===== config.mk =====
export PLATFORM = sky130hd
export DESIGN_NAME = reg_xfer_seq
export DESIGN_NICKNAME = d
export VERILOG_FILES = /design/src/rtl/mosby_reg_pkg.sv /design/src/rtl/reg_alu_lite.sv /design/src/rtl/reg_xfer_seq.sv
export SDC_FILE = /design/constraint.sdc
export NUM_CORES = 1
export LEC_CHECK = 0
export CORE_MARGIN = 4
export CORE_UTILIZATION = 48
export DETAILED_ROUTE_END_ITERATION = 10
export PLACE_DENSITY_LB_ADDON = 0.25
export SLEW_MARGIN = 15
export SYNTH_ARGS = -nofsm -noshare
export SYNTH_HDL_FRONTEND = slang
export SYNTH_SLANG_ARGS = --single-unit
export TNS_END_PERCENT = 50

===== constraint.sdc =====
create_clock -name clk -period 5.3 [get_ports clk]
set_input_delay 1.06 -clock clk [delete_from_list [all_inputs] [get_ports clk]]
set_output_delay 1.06 -clock clk [all_outputs]
set_load 0.005 [all_outputs]

===== src/rtl/mosby_reg_pkg.sv =====
// Shared definitions for the register-transfer sequencer.
// Contents: data width and flag positions, command op codes, register codes,
// FSM state encoding, command header struct, and legality and enable-decode helpers.
package mosby_reg_pkg;

  localparam int unsigned DW    = 8;
  localparam int unsigned N_BIT = 7;
  localparam int unsigned Z_BIT = 1;
  localparam int unsigned CODEW = 3;
  localparam int unsigned NREG  = 5;

  // Command op codes; 5-7 are illegal
  localparam logic [CODEW-1:0] OP_NOP = 3'd0;
  localparam logic [CODEW-1:0] OP_MOV = 3'd1;
  localparam logic [CODEW-1:0] OP_LDI = 3'd2;
  localparam logic [CODEW-1:0] OP_INC = 3'd3;
  localparam logic [CODEW-1:0] OP_DEC = 3'd4;

  // Register codes; 5-7 are illegal
  localparam logic [CODEW-1:0] R_A  = 3'd0;
  localparam logic [CODEW-1:0] R_X  = 3'd1;
  localparam logic [CODEW-1:0] R_Y  = 3'd2;
  localparam logic [CODEW-1:0] R_SP = 3'd3;
  localparam logic [CODEW-1:0] R_P  = 3'd4;

  typedef enum logic [1:0] {
    S_IDLE  = 2'd0,
    S_FETCH = 2'd1,
    S_EXEC  = 2'd2,
    S_FLAGS = 2'd3
  } state_e;

  typedef struct packed {
    logic [CODEW-1:0] op;
    logic [CODEW-1:0] src;
    logic [CODEW-1:0] dst;
  } cmd_hdr_t;

  function automatic logic reg_code_ok(input logic [CODEW-1:0] code);
    return (code <= R_P);
  endfunction

  // Only the register codes an op actually uses are checked
  function automatic logic cmd_illegal(input cmd_hdr_t c);
    logic ill;
    ill = 1'b0;
    case (c.op)
      OP_NOP:         ill = 1'b0;
      OP_MOV:         ill = !reg_code_ok(c.src) || !reg_code_ok(c.dst);
      OP_LDI:         ill = !reg_code_ok(c.dst);
      OP_INC, OP_DEC: ill = !reg_code_ok(c.dst) || (c.dst == R_P);
      default:        ill = 1'b1;
    endcase
    return ill;
  endfunction

  // One-hot load enable, bit index equals register code
  function automatic logic [NREG-1:0] con_decode(input logic [CODEW-1:0] code);
    logic [NREG-1:0] con;
    con = '0;
    case (code)
      R_A:     con = 5'b00001;
      R_X:     con = 5'b00010;
      R_Y:     con = 5'b00100;
      R_SP:    con = 5'b01000;
      R_P:     con = 5'b10000;
      default: con = '0;
    endcase
    return con;
  endfunction

endpackage


===== src/rtl/reg_alu_lite.sv =====
// Combinational pass / increment / decrement of an operand with N/Z generation.
// Ports: i_op (command op code), i_operand (value to transform),
//        o_result_c (pass for MOV/LDI, +1 for INC, -1 for DEC, modulo 2^DW),
//        o_n_c (result MSB), o_z_c (result is zero).
module reg_alu_lite #(
  parameter int unsigned DW = 8
) (
  input  logic [2:0]    i_op,
  input  logic [DW-1:0] i_operand,
  output logic [DW-1:0] o_result_c,
  output logic          o_n_c,
  output logic          o_z_c
);
  import mosby_reg_pkg::*;

  // Arithmetic wraps naturally at DW bits
  always_comb begin
    o_result_c = i_operand;
    case (i_op)
      OP_INC:  o_result_c = i_operand + DW'(1);
      OP_DEC:  o_result_c = i_operand - DW'(1);
      default: o_result_c = i_operand;
    endcase
    o_n_c = o_result_c[DW-1];
    o_z_c = (o_result_c == '0);
  end

endmodule


===== src/rtl/reg_xfer_seq.sv =====
// Register-transfer sequencer for the CPU register file (A, X, Y, SP, P).
// Accepts one command at a time over valid/ready, reads the operand from the
// register file, drives data_in / data_status and a single load enable, then
// optionally rewrites N/Z in P.
// Ports: clk, rst (sync, active-high); cmd_valid/cmd_ready handshake with
//        cmd_op, cmd_src, cmd_dst, cmd_imm; data_out_* current register values;
//        data_in (A/X/Y/SP write data), data_status (P write data);
//        x_con, y_con, accumulator_con, stack_pointer_con, status_con load enables;
//        busy, done (retire pulse), err (illegal-command pulse with done).
module reg_xfer_seq #(
  parameter int unsigned DW    = 8,
  parameter int unsigned N_BIT = 7,
  parameter int unsigned Z_BIT = 1
) (
  input  logic          clk,
  input  logic          rst,
  input  logic          cmd_valid,
  output logic          cmd_ready,
  input  logic [2:0]    cmd_op,
  input  logic [2:0]    cmd_src,
  input  logic [2:0]    cmd_dst,
  input  logic [DW-1:0] cmd_imm,
  input  logic [DW-1:0] data_out_x,
  input  logic [DW-1:0] data_out_y,
  input  logic [DW-1:0] data_out_accumulator,
  input  logic [DW-1:0] data_out_sp,
  input  logic [DW-1:0] data_out_status,
  output logic [DW-1:0] data_in,
  output logic [DW-1:0] data_status,
  output logic          x_con,
  output logic          y_con,
  output logic          accumulator_con,
  output logic          stack_pointer_con,
  output logic          status_con,
  output logic          busy,
  output logic          done,
  output logic          err
);
  import mosby_reg_pkg::*;

  state_e          r_state;
  cmd_hdr_t        r_hdr;
  logic [DW-1:0]   r_imm;
  logic            r_n;
  logic            r_z;
  logic            r_ready;
  logic            r_busy;
  logic            r_done;
  logic            r_err;
  logic [DW-1:0]   r_data_in;
  logic [DW-1:0]   r_data_status;
  logic [NREG-1:0] r_con;

  state_e          w_state_nxt;
  logic            w_ready_nxt;
  logic            w_busy_nxt;
  logic            w_done_nxt;
  logic            w_err_nxt;
  logic [DW-1:0]   w_data_in_nxt;
  logic [DW-1:0]   w_data_status_nxt;
  logic [NREG-1:0] w_con_nxt;
  logic            w_latch_cmd;
  logic            w_latch_res;

  logic [2:0]      w_rd_code;
  logic [DW-1:0]   w_rd_val;
  logic [DW-1:0]   w_operand;
  logic [DW-1:0]   w_result;
  logic            w_n;
  logic            w_z;
  logic            w_illegal;
  logic            w_flag_due;
  logic [DW-1:0]   w_flag_status;

  // Operand select: MOV reads src, INC/DEC read dst, LDI takes the immediate
  always_comb begin
    w_rd_code = (r_hdr.op == OP_MOV) ? r_hdr.src : r_hdr.dst;
    case (w_rd_code)
      R_A:     w_rd_val = data_out_accumulator;
      R_X:     w_rd_val = data_out_x;
      R_Y:     w_rd_val = data_out_y;
      R_SP:    w_rd_val = data_out_sp;
      R_P:     w_rd_val = data_out_status;
      default: w_rd_val = '0;
    endcase
    w_operand = (r_hdr.op == OP_LDI) ? r_imm : w_rd_val;
  end

  // The result is formed during FETCH so data_in can be a register during EXEC
  reg_alu_lite #(
    .DW(DW)
  ) u_alu (
    .i_op       (r_hdr.op),
    .i_operand  (w_operand),
    .o_result_c (w_result),
    .o_n_c      (w_n),
    .o_z_c      (w_z)
  );

  assign w_illegal  = cmd_illegal(r_hdr);
  assign w_flag_due = (r_hdr.dst == R_A) || (r_hdr.dst == R_X) || (r_hdr.dst == R_Y);

  // N/Z merged into the P value seen live in the FLAGS cycle
  always_comb begin
    w_flag_status        = data_out_status;
    w_flag_status[N_BIT] = r_n;
    w_flag_status[Z_BIT] = r_z;
  end

  // State register plus all registered outputs
  always_ff @(posedge clk) begin
    if (rst) begin
      r_state       <= S_IDLE;
      r_hdr         <= '0;
      r_imm         <= '0;
      r_n           <= 1'b0;
      r_z           <= 1'b0;
      r_ready       <= 1'b1;
      r_busy        <= 1'b0;
      r_done        <= 1'b0;
      r_err         <= 1'b0;
      r_data_in     <= '0;
      r_data_status <= '0;
      r_con         <= '0;
    end else begin
      r_state       <= w_state_nxt;
      r_ready       <= w_ready_nxt;
      r_busy        <= w_busy_nxt;
      r_done        <= w_done_nxt;
      r_err         <= w_err_nxt;
      r_data_in     <= w_data_in_nxt;
      r_data_status <= w_data_status_nxt;
      r_con         <= w_con_nxt;
      if (w_latch_cmd) begin
        r_hdr <= '{op: cmd_op, src: cmd_src, dst: cmd_dst};
        r_imm <= cmd_imm;
      end
      if (w_latch_res) begin
        r_n <= w_n;
        r_z <= w_z;
      end
    end
  end

  // Next state and next registered outputs; enables are set one edge ahead
  always_comb begin
    w_state_nxt       = r_state;
    w_ready_nxt       = 1'b0;
    w_busy_nxt        = 1'b1;
    w_done_nxt        = 1'b0;
    w_err_nxt         = 1'b0;
    w_data_in_nxt     = r_data_in;
    w_data_status_nxt = r_data_status;
    w_con_nxt         = '0;
    w_latch_cmd       = 1'b0;
    w_latch_res       = 1'b0;

    case (r_state)
      S_IDLE: begin
        w_ready_nxt = 1'b1;
        w_busy_nxt  = 1'b0;
        if (cmd_valid && r_ready) begin
          w_state_nxt = S_FETCH;
          w_latch_cmd = 1'b1;
          w_ready_nxt = 1'b0;
          w_busy_nxt  = 1'b1;
        end
      end

      S_FETCH: begin
        if (w_illegal || (r_hdr.op == OP_NOP)) begin
          w_state_nxt = S_IDLE;
          w_done_nxt  = 1'b1;
          w_err_nxt   = w_illegal;
          w_ready_nxt = 1'b1;
          w_busy_nxt  = 1'b0;
        end else begin
          w_state_nxt = S_EXEC;
          w_latch_res = 1'b1;
          w_con_nxt   = con_decode(r_hdr.dst);
          if (r_hdr.dst == R_P) begin
            w_data_status_nxt = w_result;
          end else begin
            w_data_in_nxt = w_result;
          end
        end
      end

      S_EXEC: begin
        if (w_flag_due) begin
          w_state_nxt = S_FLAGS;
          w_con_nxt   = con_decode(R_P);
        end else begin
          w_state_nxt = S_IDLE;
          w_done_nxt  = 1'b1;
          w_ready_nxt = 1'b1;
          w_busy_nxt  = 1'b0;
        end
      end

      S_FLAGS: begin
        w_state_nxt       = S_IDLE;
        w_done_nxt        = 1'b1;
        w_ready_nxt       = 1'b1;
        w_busy_nxt        = 1'b0;
        w_data_status_nxt = w_flag_status;
      end

      default: begin
        w_state_nxt = S_IDLE;
        w_ready_nxt = 1'b1;
        w_busy_nxt  = 1'b0;
      end
    endcase
  end

  assign cmd_ready         = r_ready;
  assign busy              = r_busy;
  assign done              = r_done;
  assign err               = r_err;
  assign data_in           = r_data_in;
  assign data_status       = (r_state == S_FLAGS) ? w_flag_status : r_data_status;
  assign accumulator_con   = r_con[R_A];
  assign x_con             = r_con[R_X];
  assign y_con             = r_con[R_Y];
  assign stack_pointer_con = r_con[R_SP];
  assign status_con        = r_con[R_P];

endmodule

== After elaboration in Yosys (flattened, before gate mapping) ==
Cells that the tools add are included.
Word-level totals
  output and inout port bits: 25
  logic and storage cells: 85
  memories: 0
  bits in latches: 0
  memory bits (read-only): 0
  register bits: 46
  bits of input ports: 60
  RAM bits: 0
Cells by class
  magnitude comparators: 2
  shifts and indexed selects: 0
  divide/modulo/power cells: 0
  muxes and demuxes: 28
  equality and inequality tests: 18
  multiply operators: 0
  reductions and logical operators: 18
  $add $sub $neg: 2
  bitwise operators: 3
Operators with widths (count)
  case mux 8 bit (5 select lines): 1
  two-way mux 8 bit: 4
  case mux 8 bit (2 select lines): 2
  case mux 5 bit (5 select lines): 1
  equality test 3 x 2 -> 1 bit (second input constant): 6
  case mux 1 bit (4 select lines): 3
  two-way mux 5 bit: 2
  case mux 5 bit (2 select lines): 1
  equality test 3 x 1 -> 1 bit (second input constant): 3
  equality test 3 bit (second input constant): 3
  zero test 3 bit: 3
  adder 8 x 1 -> 8 bit (second input constant): 1
  zero test 8 bit: 1
  two-way mux 1 bit: 8
  case mux 2 bit (4 select lines): 1
  subtractor 8 x 1 -> 8 bit (second input constant): 1
  <= comparator 3 bit (second input constant): 2
  two-way mux 2 bit: 3
  inequality test 2 bit (second input constant): 3
  AND reduction 3 bit: 2
  logical OR 1 bit: 5
  equality test 2 bit (second input constant): 2
  two-way mux 3 bit: 1
  NOT 1 bit: 3
  8 further kinds: 9

== Logic depth before layout (Yosys ltp) ==
Gate-level depths: netlist of the first run.
  depth in word-level cells: 10
  mapped depth: 19
  depth with buffers taken out: 16

== Modules after synthesis ==
A second synthesis of the first run with hierarchy kept.
Second synthesis, totals
  cell total of the unflattened synthesis: 404
  area, all modules: 3125.5 um2
Modules (own cells, without submodules)
  reg_xfer_seq: times used 1, area an instance 2630.0 um2, sequential area each 920.9 um2, cells an instance 336
  reg_alu_lite: times used 1, area an instance 495.5 um2, sequential area each 0.0 um2, cells an instance 68

== Least setup slack after synthesis of the first run ==
OpenSTA, ideal clock, no wires.
  path type: input-to-reg
  from: input data_out_y[0]
  to: register r_z
  required time: 5216 ps
  data arrival time: 3895 ps
  buffers on the path: 0
  setup slack: 1321 ps
  stages on the path: 15
  setup time: 84 ps
  path through: mux2_2 -> nand2b_1 -> a21oi_1 -> or4_1 -> a32oi_1 -> fa_1 -> nor2b_1 -> nor3_1 -> o21bai_1 -> a21oi_1 -> xnor2_1 -> mux2i_1 -> nand2_1 -> or4_1 -> o31ai_2
Between the ends
  cells in the longest elaborated chain, start to end: 5
  elaborated cells between the ends (all ways): 6
  classes of those cells: add/sub (2); mux (3); reduce/logical (1)
RTL lines
  from (decl): line reg_xfer_seq.sv:24  | input logic [DW-1:0] data_out_y,
  case mux 8 bit (5 select lines) *: line reg_xfer_seq.sv:78  | case (w_rd_code)
  two-way mux 8 bit *: line reg_xfer_seq.sv:86  | w_operand = (r_hdr.op == OP_LDI) ? r_imm : w_rd_val;
  subtractor 8 x 1 -> 8 bit / adder 8 x 1 -> 8 bit (equally long branches): line reg_alu_lite.sv:21, reg_alu_lite.sv:20
  case mux 8 bit (2 select lines) *: line reg_alu_lite.sv:19  | case (i_op)
  zero test 8 bit *: line reg_alu_lite.sv:25  | o_z_c = (o_result_c == '0);
  to (signal assigned): line reg_xfer_seq.sv:140  | r_z <= w_z;
  to (decl): line reg_xfer_seq.sv:45  | logic r_z;
Every way passes the cells marked *; elsewhere a longest branch is shown, timed or not.
A chain may end at the register's enable or synchronous reset.

== Worst setup path in the final report of the first run ==
  from: register r_hdr[6] (netlist name)
  to: register r_data_status[7]
Between the ends
  cells in the longest elaborated chain, start to end: 10
  elaborated cells between the ends (all ways): 24
  classes of those cells: add/sub (2); eq/ne (9); mux (8); reduce/logical (5)
RTL lines
  from (decl): line reg_xfer_seq.sv:42  | cmd_hdr_t r_hdr;
  from (signal assigned): line reg_xfer_seq.sv:135  | r_hdr <= '{op: cmd_op, src: cmd_src, dst: cmd_dst};
  equality test 3 x 1 -> 1 bit: line mosby_reg_pkg.sv:47, reg_xfer_seq.sv:77
  two-way mux 3 bit: line reg_xfer_seq.sv:77  | w_rd_code = (r_hdr.op == OP_MOV) ? r_hdr.src : r_hdr.dst;
  equality test 3 bit (tied with other cells): line reg_xfer_seq.sv:78
  case mux 8 bit (5 select lines): line reg_xfer_seq.sv:78
  two-way mux 8 bit: line reg_xfer_seq.sv:86
  subtractor 8 x 1 -> 8 bit / adder 8 x 1 -> 8 bit (equally long branches): line reg_alu_lite.sv:21, reg_alu_lite.sv:20
  case mux 8 bit (2 select lines): line reg_alu_lite.sv:19
  two-way mux 8 bit: line reg_xfer_seq.sv:181  | if (r_hdr.dst == R_P) begin
  two-way mux 8 bit: line reg_xfer_seq.sv:171  | if (w_illegal || (r_hdr.op == OP_NOP)) begin
  case mux 8 bit (2 select lines): line reg_xfer_seq.sv:158  | case (r_state)
  to (signal assigned): line reg_xfer_seq.sv:132  | r_data_status <= w_data_status_nxt;
  to (decl): line reg_xfer_seq.sv:51  | logic [DW-1:0] r_data_status;
Parallel ways exist; a longest one is shown, timed or not. The select of a mux whose other input is x is not followed.

==> reports/results.ini, run 1 <==
[status]
status=finished clean

[synthesis]
syn_area_mm2=0.00300
yosys_register_bits=46
yosysWarnings=0
postSynthAreaPerCell_um2=7.68
synth_cell_types=58
synthArstFlopShare_pct=0
synth_enable_flop_cells=0
ys_seq_area_share_pct=30.7
synth_ff_type=dfxtp_1
syn_inst=390
synth_nets=462

[die]
num_rows=28
ioPinCount=85
start_util_pct=50.0
dieArea_mm2=0.00757
core_area_mm2=0.00599
die_h_um=87.0
die_x_um=87.0

[cells_and_area]
multi_input_comb_area_mm2=0.00189
diodes=0
final_util_pct=66.0
nets=533
fillCellCount=513
area_growth_pct=31.9
seq_area_um2=921
final_area_mm2=0.00395
layout.cells.non_filler=537
drive_gt1_share_pct=4.98

[placement]
placedCellCount=529
gp_congestion=0.929
post_dp_cell_area_mm2=0.00385
place_ws_ns=0.602
dp_hpwl_um=6490
io_buffers=84

[worst_setup_path]
ff2ff_setup_slack_ns=0.72
worstSetupEndpointType=flip-flop
crit_type=flip-flop to flip-flop
worstRegToRegCells=17
path_cells=nor3b_4 -> mux2i_2 -> buf_4 -> mux2i_1 -> o221ai_1 -> a22oi_1 -> inv_1 -> ha_1 -> a21oi_1 -> a21boi_0 -> o211ai_1 -> nand3_1 -> o31ai_2 -> o211a_1 -> nor4_4 -> nand2_1 -> a311oi_1
critical_path.max_stage_delay_ns=0.52
path_max_fanout=19
cpLargestDelayFamily=compound AO/OA/AOI/OAI gates
crit_start=r_hdr[6]$_SDFFE_PP0P_
cp_slowest_cell=dfxtp_1
worstPathArrival_ns=4.80
path_depth=17
rr_startpoint=r_hdr[6]$_SDFFE_PP0P_
endpoint=r_data_status[7]$_SDFFE_PP0P_
path_buf_inv=2
worstReg2RegEnd=r_data_status[7]$_SDFFE_PP0P_
critPathLaunchType=flip-flop
required_ns=5.52

[sta]
rsz0062_at_grt=false
finalCriticalPeriod_ns=4.58
hold_viol_final=0
max-slew-margin-rel_pct=28.4
max_freq_mhz=218
slew_viol_final=0
setup_ws_ns=0.717
max_slew.worst_pin.slew_ns=1.07
clock_skew_ns=0.0171
fin_tns_setup_ns=0
setup_viol=0
finalCritPeriodShare_pct=86.5

[global_route]
grt_max_degree=45
grtUsageTotal_pct=23.2
grt_pass1_vias=2992
grt_pass1_wl_um=13900
grt_overflow_total=0
antenna_found_initial=0

[power]
swShare_pct=33.5
power_density_mw_per_mm2=261
intPower_uw=685
p_leak_uw=0.00150
seqPwrFrac_pct=38.7
clockPowerShare_pct=25.0
p_sw_uw=345
p_comb_share_pct=36.3
worst_ir_drop_vdd_v=0.000264

[clocking]
path_clk_slew_ns=0.09
cts_sinks=46
clk-insertion-delay-late_ns=0.30
post_cts_resized=0
cts-buffers-inserted=5
cts_max_path_buffers=2
post_cts_buffers=0
cts_hold_buf=0
cts_tree=done
htree_levels=2
root_buffer=clkbuf_8

[route]
vias_per_cell=5.80
remaining_drc_errors=0
drtPass1Iterations=5
wl_per_cell_um=15.8
drt_iter0_markers=326
vias=3113
drt_wl_total_um=8470
detail-route-antenna-nets=0

[hold_path]
min_path_type=flip-flop to flip-flop
worstHoldStart=data_in[3]$_SDFFE_PP0P_

[job]
maxCapViolCount=0

worst min path at each step:
stage,cells past startpoint,slack (ns),end
floorplan,2,0.43,r_data_status[2]$_SDFFE_PP0P_
global placement,2,0.44,r_data_status[2]$_SDFFE_PP0P_
detailed placement,2,0.45,data_in[3]$_SDFFE_PP0P_
CTS,2,0.46,data_in[3]$_SDFFE_PP0P_
global route,2,0.48,data_in[3]$_SDFFE_PP0P_
finish,2,0.46,data_in[3]$_SDFFE_PP0P_
cells by family after synthesis:
kind of cell | count (synthesis) | share of synthesized area (%)
xor gates and xnor gates | 5 | 1.46
and+or+nand+nor | 153 | 25.2
muxes | 22 | 7.56
AOI/OAI and AO/OA | 110 | 23.5
adders and majority gates | 12 | 5.26
buffers and inverters | 42 | 6.35
DFF | 46 | 30.7
metrics by stage:
step	power [uW]	hold slack [ns]
floorplan	649	0.429
global placement	764	0.441
detailed placement	775	0.451
CTS	1030	0.462
global route	1100	0.482
finish	1030	0.459
power groups by stage:
stage	registers (uW)	clock network, uW	logic [uW]
after CTS	398	260	372
after floorplan	388	0	261
final	399	258	374
after global placement	404	0	359
after detailed placement	405	0	370
after global routing	403	277	417
synth_stat cells, drive strengths merged, types with 3 or more instances:
| library cell | instances | share of area (%) |
|---|---|---|
| xnor2 | 3 | 0.88 |
| nor3b | 6 | 1.9 |
| nand2 | 69 | 8.6 |
| o21ai | 25 | 4.2 |
| a22o | 4 | 1.2 |
| a211oi | 5 | 1.3 |
| o221ai | 4 | 1.2 |
| nor2b | 3 | 0.63 |
| nor3 | 6 | 1.0 |
| nand2b | 6 | 1.3 |
| a21oi | 42 | 7.0 |
| a221oi | 4 | 1.2 |
| inv | 17 | 2.1 |
| ha | 11 | 4.6 |
| clkbuf | 16 | 2.0 |
| nor4bb | 3 | 1.0 |
| mux2i | 17 | 5.7 |
| dfxtp | 46 | 31 |
| nor4 | 3 | 1.1 |
| o211ai | 5 | 1.3 |
| nor2 | 30 | 3.8 |
| mux2 | 5 | 1.9 |
| buf | 9 | 2.2 |
| nand3 | 12 | 2.0 |
| a222oi | 3 | 1.0 |
cell usage in the layout, fill, tap and decap left out, drive strengths merged, types with 3 or more instances in the layout:
master and count:
mux2i 17, ha 11, nor3b 6, nor2 30
o221ai 4, nand3 12, nor4 3, o211ai 5
buf 5, a211oi 5, inv 17, xnor2 3
a21oi 42, dfxtp 46, nand2 69, nand2b 6
nor4bb 3, nor2b 3, a221oi 4, mux2 5
o21ai 25, clkdlybuf4s50 84, a22o 4, clkbuf 7
nor3 6, a222oi 3
worst min-delay path: cells and delay by family, from the launching register on:
kind,cells,cell delay [ns]
AND/OR/NAND/NOR,1,0.05
flip-flops,1,0.31
AO/OA/AOI/OAI,1,0.05
routing by layer:
metal  share of wire [%]  track usage (%)  up-vias
met4                 2.0             7.22        0
met3                 7.4             4.73       13
met5                   0                0        -
met2                  49             40.0      107
met1                  41             28.7     1455
li1                    -                -     1538
layout make-up:
class	instances	area share (%)
well taps	75	2.37
flip-flops and latches	46	23.3
repair buffers	89	22.2
multi-input cells	302	47.8
clock inverters	1	0.760
inverters	17	1.61
clock buffers	7	1.93
sequential cells by signal (all words and copies together), names as in the netlist:
| register | flops |
|---|---|
| r_state | 2 |
| r_n | 1 |
| r_imm | 8 |
| done | 1 |
| r_hdr | 9 |
| r_con | 5 |
| err | 1 |
| r_z | 1 |
| busy | 1 |
| r_data_status | 8 |
| data_in | 8 |
| cmd_ready | 1 |
(Power assumes the default switching activity.)
==> inputs of run 2 (changes only) <==
- SLEW_MARGIN: 15 -> 25
==> reports/results.ini, run 2 (synthesis gave the netlist of run 1 again) <==
[worst_setup_path]
path_cells=nor3b_4 -> mux2i_2 -> buf_4 -> mux2i_1 -> o221ai_1 -> a22oi_1 -> inv_1 -> ha_1 -> a21oi_1 -> a21boi_0 -> o211ai_1 -> nand3_1 -> o31ai_2 -> o211a_1 -> nor4_4 -> nand2_1 -> a311oi_1  ; unchanged
cpLargestDelayFamily=compound AO/OA/AOI/OAI gates  ; unchanged
cp_slowest_cell=dfxtp_1  ; unchanged
worstPathArrival_ns=4.80  ; about the same
required_ns=5.52  ; about the same
critical_path.max_stage_delay_ns=0.52  ; about the same
path_max_fanout=19  ; unchanged
path_buf_inv=2  ; unchanged
critPathLaunchType=flip-flop  ; unchanged
crit_type=flip-flop to flip-flop  ; unchanged
worstSetupEndpointType=flip-flop  ; unchanged

[route]
remaining_drc_errors=0  ; unchanged
wl_per_cell_um=15.8  ; about the same
vias_per_cell=5.76  ; was 5.80
vias=3093  ; was 3113
detail-route-antenna-nets=0  ; unchanged
drt_iter0_markers=291  ; was 326
drtPass1Iterations=4  ; was 5
drt_wl_total_um=8500  ; was 8470 um

[placement]
gp_congestion=0.929  ; unchanged
io_buffers=84  ; unchanged
dp_hpwl_um=6490  ; unchanged
placedCellCount=529  ; unchanged
post_dp_cell_area_mm2=0.00385  ; unchanged

[clocking]
cts_tree=done  ; unchanged
post_cts_buffers=0  ; unchanged
path_clk_slew_ns=0.09  ; about the same
root_buffer=clkbuf_8  ; unchanged
cts_max_path_buffers=2  ; unchanged
cts_sinks=46  ; unchanged
clk-insertion-delay-late_ns=0.30  ; about the same
cts_hold_buf=0  ; unchanged
post_cts_resized=0  ; unchanged
htree_levels=2  ; unchanged
cts-buffers-inserted=5  ; unchanged

[cells_and_area]
nets=533  ; unchanged
area_growth_pct=32.1  ; was 31.9%
mostFrequentLayoutCell=clkdlybuf4s50_1  ; unchanged
fillCellCount=512  ; was 513
final_area_mm2=0.00396  ; was 0.00395 mm^2
largest_reg_flops=9  ; unchanged
drive_gt1_share_pct=5.19  ; was 4.98%
final_cell_mix=clkdlybuf4s50_1, nand2_1, dfxtp_1  ; unchanged
top_register=r_hdr  ; unchanged
diodes=0  ; unchanged
layout.cells.non_filler=537  ; unchanged

[hold_path]
min_path_type=flip-flop to flip-flop  ; unchanged

[die]
core_area_mm2=0.00599  ; unchanged
ioPinCount=85  ; unchanged
start_util_pct=50.0  ; unchanged
dieArea_mm2=0.00757  ; unchanged
die_h_um=87.0  ; unchanged
num_rows=28  ; unchanged
die_x_um=87.0  ; unchanged

[power]
clockPowerShare_pct=25.0  ; about the same
power_density_mw_per_mm2=260  ; was 261 mW/mm^2
seqPwrFrac_pct=38.7  ; about the same
design_power_total_uw=1030  ; about the same
p_leak_uw=0.00150  ; about the same
p_sw_uw=346  ; was 345 uW
p_comb_share_pct=36.3  ; about the same
swShare_pct=33.5  ; about the same
worst_ir_drop_vdd_v=0.000265  ; was 0.000264 V
intPower_uw=685  ; about the same

[sta]
holdWs_ns=0.461  ; was 0.459 ns
finalCritPeriodShare_pct=86.4  ; was 86.5%
max_freq_mhz=218  ; about the same
max-slew-margin-rel_pct=50.3  ; was 28.4%
clock_skew_ns=0.0167  ; was 0.0171 ns
setup_viol=0  ; unchanged
hold_viol_final=0  ; unchanged
slew_viol_final=0  ; unchanged
rsz0062_at_grt=false  ; unchanged
fin_tns_setup_ns=0  ; unchanged
max_slew.worst_pin.slew_ns=0.746  ; was 1.07 ns
finalCriticalPeriod_ns=4.58  ; about the same

[global_route]
grt_max_degree=45  ; unchanged
antenna_found_initial=0  ; unchanged
grtUsageTotal_pct=23.2  ; unchanged
grt_pass1_vias=2992  ; unchanged
grt_pass1_wl_um=13900  ; unchanged
grt_overflow_total=0  ; unchanged

[status]
status=finished clean  ; unchanged

[job]
maxCapViolCount=0  ; unchanged

## run 2: cell counts in the layout (fill, tap and decap cells not counted)
Identical to the previous run, type by type.
## run 2: per-layer routing
layer	part of all wire [%]	vias to the layer above	track usage, %
met4	1.7	0	7.22
met1	42	1444	28.7
li1	-	1537	-
met3	6.9	10	4.73
met5	0	-	0
met2	50	102	40.0
## run 2: layout make-up
type / count / area [um^2] / area share, %
sequential: 46 / 921 / 23.3
tap: 75 / 93.8 / 2.37
inverter: 17 / 63.8 / 1.61
timing repair buffer: 89 / 878 / 22.2
clock inverter: 1 / 30.0 / 0.759
clock buffer: 7 / 76.3 / 1.93
multi-input combinational: 302 / 1900 / 47.9
## run 2: worst min-delay path, delay by kind of cell (launching register included)
kind               cells  cell delay [ns]
DFF                    1             0.31
AOI/OAI and AO/OA      1             0.06
and+or+nand+nor        1             0.05
## run 2: path summary, 6_finish.rpt
| kind | startpoint | endpoint | slack [ns] | cells after the start |
|---|---|---|---|---|
| worst min-delay path | data_in[3]$_SDFFE_PP0P_ | data_in[3]$_SDFFE_PP0P_ | 0.46 | 2 |
| worst max-delay path | r_hdr[6]$_SDFFE_PP0P_ | r_data_status[7]$_SDFFE_PP0P_ | 0.72 | 17 |
| worst min register to register | data_in[3]$_SDFFE_PP0P_ | data_in[3]$_SDFFE_PP0P_ | 0.46 | 2 |
| worst max register to register | r_hdr[6]$_SDFFE_PP0P_ | r_data_status[7]$_SDFFE_PP0P_ | 0.72 | 17 |
## run 2: power by group through the flow
stage	Combinational (uW)	Clock, uW	Sequential [uW]
after floorplan	261	0	388
after global routing	418	277	403
after detailed placement	370	0	405
after CTS	372	260	398
final	374	258	399
after global placement	359	0	404
## run 2: metrics by stage
step	setup WS (ns)	util, %
final	0.719	66.1
after global routing	0.326	66.1
after CTS	0.725	66.0
after detailed placement	0.602	64.2
after global placement	0.709	64.2
after floorplan	1.32	-
